--- src/rtl/dual_queue_credit_drain.sv ---
// Consumer end of a credit-managed two-channel link: two no-backpressure queues merged
// round-robin onto one ready/valid output, with one credit pulse returned per dequeue.
module dual_queue_credit_drain #(
  parameter int unsigned WIDTH = 32,
  parameter int unsigned DEPTH = 4
) (
  input  logic             clock,
  input  logic             reset,
  input  logic             q0_enq_valid,
  input  logic [WIDTH-1:0] q0_enq_bits,
  input  logic             q1_enq_valid,
  input  logic [WIDTH-1:0] q1_enq_bits,
  input  logic             deq_ready,
  output logic             deq_valid,
  output logic [WIDTH-1:0] deq_bits,
  output logic             deq_src,
  output logic             q0_credit,
  output logic             q1_credit,
  output logic [1:0]       overflow
);

  localparam int unsigned PtrW = (DEPTH > 1) ? $clog2(DEPTH) : 1;
  localparam int unsigned CntW = PtrW + 1;
  localparam logic [CntW-1:0] CntFull = CntW'(DEPTH);

  logic [WIDTH-1:0] mem_q [2][DEPTH];
  logic [PtrW-1:0]  rptr_q [2];
  logic [PtrW-1:0]  rptr_d [2];
  logic [PtrW-1:0]  wptr_q [2];
  logic [PtrW-1:0]  wptr_d [2];
  logic [CntW-1:0]  count_q [2];
  logic [CntW-1:0]  count_d [2];
  logic [WIDTH-1:0] enq_bits [2];

  logic [1:0] enq_valid;
  logic [1:0] full;
  logic [1:0] empty;
  logic [1:0] push_ok;
  logic [1:0] pop;

  logic       grant;
  logic       fire;
  logic       last_q, last_d;
  logic       lock_q, lock_d;
  logic       locked_src_q, locked_src_d;
  logic [1:0] credit_q, credit_d;
  logic [1:0] overflow_q, overflow_d;

  assign enq_valid   = {q1_enq_valid, q0_enq_valid};
  assign enq_bits[0] = q0_enq_bits;
  assign enq_bits[1] = q1_enq_bits;

  always_comb begin
    for (int i = 0; i < 2; i++) begin
      full[i]  = (count_q[i] == CntFull);
      empty[i] = (count_q[i] == '0);
    end
  end

  // A stalled output stays locked to its source so data never changes under a waiting sink.
  always_comb begin
    if (lock_q) begin
      grant = locked_src_q;
    end else if (!empty[0] && !empty[1]) begin
      grant = ~last_q;
    end else begin
      grant = empty[0] & ~empty[1];
    end
  end

  assign deq_valid = ~empty[grant];
  assign deq_bits  = mem_q[grant][rptr_q[grant]];
  assign deq_src   = grant;
  assign fire      = deq_valid & deq_ready;

  always_comb begin
    for (int i = 0; i < 2; i++) begin
      // A push into a full queue is dropped even if that queue pops this cycle.
      push_ok[i] = enq_valid[i] & ~full[i];
      pop[i]     = fire & (grant == 1'(i));
      wptr_d[i]  = push_ok[i] ? wptr_q[i] + PtrW'(1) : wptr_q[i];
      rptr_d[i]  = pop[i] ? rptr_q[i] + PtrW'(1) : rptr_q[i];
      count_d[i] = count_q[i] + CntW'(push_ok[i]) - CntW'(pop[i]);
    end
    overflow_d   = overflow_q | (enq_valid & full);
    credit_d     = pop;
    last_d       = fire ? grant : last_q;
    lock_d       = lock_q;
    locked_src_d = locked_src_q;
    if (fire) begin
      lock_d = 1'b0;
    end else if (deq_valid) begin
      lock_d       = 1'b1;
      locked_src_d = grant;
    end
  end

  always_ff @(posedge clock) begin
    if (reset) begin
      for (int i = 0; i < 2; i++) begin
        rptr_q[i]  <= '0;
        wptr_q[i]  <= '0;
        count_q[i] <= '0;
      end
      last_q       <= 1'b1;
      lock_q       <= 1'b0;
      locked_src_q <= 1'b0;
      credit_q     <= '0;
      overflow_q   <= '0;
    end else begin
      for (int i = 0; i < 2; i++) begin
        rptr_q[i]  <= rptr_d[i];
        wptr_q[i]  <= wptr_d[i];
        count_q[i] <= count_d[i];
      end
      last_q       <= last_d;
      lock_q       <= lock_d;
      locked_src_q <= locked_src_d;
      credit_q     <= credit_d;
      overflow_q   <= overflow_d;
    end
  end

  always_ff @(posedge clock) begin
    for (int i = 0; i < 2; i++) begin
      if (!reset && push_ok[i]) begin
        mem_q[i][wptr_q[i]] <= enq_bits[i];
      end
    end
  end

  assign q0_credit = credit_q[0];
  assign q1_credit = credit_q[1];
  assign overflow  = overflow_q;

endmodule

--- config.mk ---
export PLATFORM = sky130hd
export DESIGN_NAME = dual_queue_credit_drain
export DESIGN_NICKNAME = d
export VERILOG_FILES = /design/src/rtl/dual_queue_credit_drain.sv
export SDC_FILE = /design/constraint.sdc
export NUM_CORES = 1
export LEC_CHECK = 0
export CAP_MARGIN = 20
export CORE_MARGIN = 2
export CORE_UTILIZATION = 57
export CTS_CLUSTER_SIZE = 24
export DETAILED_ROUTE_END_ITERATION = 6
export HOLD_SLACK_MARGIN = 0.05
export PLACE_DENSITY = 0.78
export SLEW_MARGIN = 10
export SYNTH_ARGS = -nofsm -noshare
export SYNTH_HDL_FRONTEND = slang
export SYNTH_SLANG_ARGS = --single-unit
--- constraint.sdc ---
create_clock -name clock -period 3.94 [get_ports clock]
set_input_delay 0.591 -clock clock [delete_from_list [all_inputs] [get_ports clock]]
set_output_delay 0.591 -clock clock [all_outputs]
set_load 0.05 [all_outputs]
### Word level (Yosys, flattened, before mapping)

Memory sizes are Yosys's and may differ from the RTL's.
Cells that the tools add are included.

| word-level totals | value |
|---|---|
| bits in writable memories | 270 |
| word-level logic and storage cells | 89 |
| register bits | 7 |
| memories kept | 4 |

Memories:

| name | depth | width | rd ports | clocked after Yosys merged registers in | wr ports | line | text |
|---|---|---|---|---|---|---|---|
| mem_q | 2 | 128 | 1 | 0 | 2 | 26 | `logic [WIDTH-1:0] mem_q [2][DEPTH];` |
| count_q | 2 | 3 | 2 | 0 | 2 | 31 | `logic [CntW-1:0] count_q [2];` |
| rptr_q | 2 | 2 | 3 | 0 | 2 | 27 | `logic [PtrW-1:0] rptr_q [2];` |
| wptr_q | 2 | 2 | 2 | 0 | 2 | 29 | `logic [PtrW-1:0] wptr_q [2];` |

| operators by class | value |
|---|---|
| multiplexer cells | 28 |
| magnitude comparators | 6 |
| bitwise logic cells | 24 |
| reduce and logical (&&, ||, !) cells | 12 |
| eq/ne operators | 2 |
| add/subtract/negate cells | 8 |

Operator list:

| operator | number |
|---|---|
| $mux 128 | 2 |
| $demux 32 s2 | 2 |
| $mux 32 | 4 |
| $bmux 32 s2 | 1 |
| $mux 2 | 8 |
| $ge 3x3->1 const B | 3 |
| $mux 1 | 9 |
| $not 2->3 | 3 |
| $add 2x1->2 const B | 4 |
| $not 1->1 | 7 |
| $add 3x1->3 | 2 |
| $and 1x1->1 | 6 |
| $eq 3x3->1 const B | 2 |
| $logic_not 3->1 | 2 |
| $lt 3x1->1 const B | 2 |
| $mux 3 | 2 |
| $or 1x1->1 | 6 |
| $sub 3x1->3 | 2 |
| $logic_and 1x1->1 | 5 |
| $logic_not 1->1 | 3 |
| $and 2x2->2 | 1 |
| $lt 1x2->1 const B | 1 |
| $or 2x2->2 | 1 |
| $reduce_and 2->1 | 1 |
| $reduce_or 2->1 | 1 |

### Logic depth before layout (Yosys ltp)

| logic depth | value |
|---|---|
| depth in word-level cells | 12 |
| mapped depth | 13 |
| mapped depth without buffers | 12 |

### Worst setup path before layout

Ideal clock, no wire load.

| path | value |
|---|---|
| path kind | register to output |
| start point | mem count_q[0][2] in the netlist's numbering |
| end point | out deq_bits[15] |
| data arrival time | 2936 ps |
| data required time | 3349 ps |
| stages on the path, launching flop included | 8 |
| path slack | 413 ps |
| path through | dfxtp_1 > or3_1 > a211o_1 > nand2_1 > buf_2 > buf_1 > a22oi_1 > o31ai_1 |

RTL lines:

| element | line | text |
|---|---|---|
| start, declared | 31 |  |
| end, declared | 15 | `output logic [WIDTH-1:0] deq_bits,` |

==> metrics.md <==
| Metric | Value |
|---|---|
| Status | finished clean |
| GRT Util Overall | 25.2% |
| I/O Pins | 107 |
| Fmax | 0.261 GHz |
| Synth Register Bits | 277 |
| Worst path cell trace | or3_1 -> a211o_2 -> nand2_1 -> buf_12 -> a22oi_1 -> o31ai_1 -> buf_12 |
| Final period utilization | 97.3% |
| Maximum VDD drop | 0.681 mV |
| Post-synth top flop | edfxtp_1 |
| Total Negative Setup Slacks | 0 ns |
| # DRC | 0 |
| Largest net degree at the start of global routing | 54 |
| CP Capture Type | output pin |
| 1st-pass router iterations | 5 |
| Sequential Area | 8110 µm² |
| Pwr Density | 874 nW/µm² |
| Synthesized net count | 825 |
| Total number of yosys warnings | 0 |
| # H-tree levels | 1 |
| Avg WL per Cell | 22.6 µm |
| Post-route ant nets | 0 |
| Slew headroom | 41.8% |
| Core ar. | 19,300 µm² |
| Die Y | 144 µm |
| Multi-input gate area | 2840 µm² |
| Slew @ Worst Pin | 0.856 ns |
| Area contributors post-synth | edfxtp_1, mux2i_1, dfxtp_1 |
| CTS tree | built |
| Clock Tree Root | clkbuf_16 |
| Post-DP HPWL | 15.4 mm |
| Final setup viols | 0 |
| Most Frequent Cell on Critical Path | buf_12 |
| Die X | 144 µm |
| Drt total wl | 25.7 mm |
| Top delay family on crit path | compound AO/OA/AOI/OAI gates |
| Critical Path AT | 3.24 ns |
| EDFF count, synth | 256 |
| CTS clk-pin slew, worst paths | 0.06 ns |
| Netlist Area Pre-Place | 11,200 µm² |
| Max-cap violation count | 0 |
| Die area | 20,800 µm² |
| Yosys top cell area share | 68.7% |
| Fraction of layout cells with a size suffix above 1 | 13.4% |
| WS Path Type | reg -> out |
| Total gr overflow | 0 |
| Unrepaired setup endpoints after global routing | false |
| Leading area contributor after synthesis | edfxtp_1 |
| Initial antenna violation count | 0 |
| Total CTS buffers | 29 |
| Via density | 6.07 |
| Hold-fix buffers at CTS | 0 |
| Most frequent cells in the layout | edfxtp_1, clkdlybuf4s50_1, mux2i_1 |
| Starting Density | 57.9% |
| Critical path buffer and inverter count | 2 |
| CP max stage cell | o31ai_1 |
| CP peak stage delay | 0.52 ns |
| Antenna cells | 0 |
| Cell Rows | 51 |
| Skew-Pair Late Insertion Delay | 0.55 ns |
| Final GP Congestion | 0.817 |
| Number of DRC markers in iteration 0 | 598 |
| Port Buffer Count | 106 |
| Vias in the first global route | 7,063 |
| # clock sinks | 277 |
| Crit-path max FO | 32 |
| Leak pwr | 4.60 nW |
| Mapped Cells | 742 |
| Final Hold Fails | 0 |
| Commonest non-fill, non-tap cell in the layout | edfxtp_1 |
| Mean Syn Cell Area | 15.1 µm² |
| Clock Skews | 0.00675 ns |
| Crit path time final | 3.83 ns |
| Clock tree buffer depth | 3 |
| Seq/Total Area, Yosys | 72.4% |
| Total power | 12.1 mW |
| Global-route wire length before repair | 39.4 mm |
| Fillers | 1,198 |
| Synth cell types | 39 |
| Post-synthesis async set-or-reset flop share | 0% |
| Max-slew violation count | 0 |
| CP Launch Type | flop |
| Final nets | 934 |
| Required @ worst endpoint | 3.35 ns |
| Worst Hold Class | reg -> reg |
| Vias | 6,894 |
| Post-synthesis to final-layout area growth | 23.6% |
==> cell usage after synthesis, types with 4 or more instances <==
cell         n
a21oi_1      6
nand2_1     44
buf_1        5
or3_1       17
ha_1        12
o31ai_1      6
o21ai_0     48
nor2_1      25
clkbuf_1    41
a221o_1     20
a211o_1      6
nor3_1      66
inv_1       15
nor2b_1      5
and2_1       9
o211ai_1     4
dfxtp_1     21
edfxtp_1   256
mux2i_1     72
a311o_1     19
a2bb2oi_1    6
xnor2_1      5
a22oi_1      6
==> stage by stage <==
stage	instances	worst slack (ns)	hold WS, ns	instance area (µm²)	util, %
after floorplan	742	0.413	0.427	11200	-
after global routing	1135	0.0452	0.479	13800	71.6
after detailed placement	1085	0.392	0.446	12900	66.8
after CTS	1135	0.0786	0.463	13800	71.5
after global placement	1084	0.449	0.438	12900	66.8
final	1135	0.107	0.468	13800	71.6
==> final cells by class <==
| cell class | instances | area share, % |
|---|---|---|
| Sequential cell | 277 | 58.6 |
| Tap cell | 265 | 2.40 |
| Clock buffer | 34 | 5.38 |
| Inverter | 16 | 0.443 |
| Clock inverter | 16 | 1.16 |
| Multi-Input combinational cell | 399 | 20.5 |
| Timing Repair Buffer | 128 | 11.5 |
==> worst paths after layout <==
check / startpoint / to / slack, ns / cells after the start
setup / recovery: count_q[0][2] / deq_bits[23] / 0.11 / 7
hold / removal: last_q / last_q / 0.47 / 1
setup reg to reg: count_q[0][2] / count_q[0][2] / 0.75 / 11
hold reg to reg: last_q / last_q / 0.47 / 1
==> what timing repair did <==
item	4_1_cts	5_1_grt
setup buffers	0	0
gates resized for setup	2	2
pin swaps	0	0
endpoints found under the setup margin	7	4
==> worst reg2reg max path, cell delays in order, from the launching register on <==
cell	delay, ns
dfxtp_1	0.35
or3_1	0.40
or4_1	0.49
nand3_1	0.42
nor2_1	0.09
ha_1	0.30
inv_1	0.04
ha_1	0.19
fa_1	0.38
xnor2_1	0.19
xnor2_1	0.15
nor2_1	0.08
==> report_power, final <==
| group | leakage [nW] | switching [mW] | internal [mW] |
|---|---|---|---|
| Sequential | 2.50 | 0.158 | 3.43 |
| Clock | 0.436 | 1.11 | 1.49 |
| Combinational | 1.66 | 3.49 | 2.41 |
==> state kept, by name, summed over array words and instances, names as in the netlist <==
register,cells
credit_q,2
overflow,2
last_q,1
locked_src_q,1
wptr_q,4
mem_q,256
lock_q,1
count_q,6
rptr_q,4
==> kinds of logic (layout without fill, tap and decap cells) <==
logic type	after synthesis	after routing	synth area share [%]
AOI/OAI and AO/OA	127	127	8.33
and+or+nand+nor	174	174	7.46
adders and majority gates	14	14	1.70
xor gates and xnor gates	6	6	0.469
DFF	277	277	72.4
buffers and inverters	66	194	2.32
muxes	78	78	7.29
==> layer usage <==
| layer | wire length, µm | GRT usage, % | vias to the layer above | part of all wire [%] |
|---|---|---|---|---|
| li1 | - | - | 3114 | - |
| met1 | 10500 | 34.8 | 3417 | 41 |
| met2 | 12800 | 42.8 | 322 | 50 |
| met3 | 2000 | 4.27 | 41 | 7.8 |
| met4 | 455 | 5.72 | 0 | 1.8 |
| met5 | 0 | 0 | - | 0 |
Power figures use the tool's default switching activity.
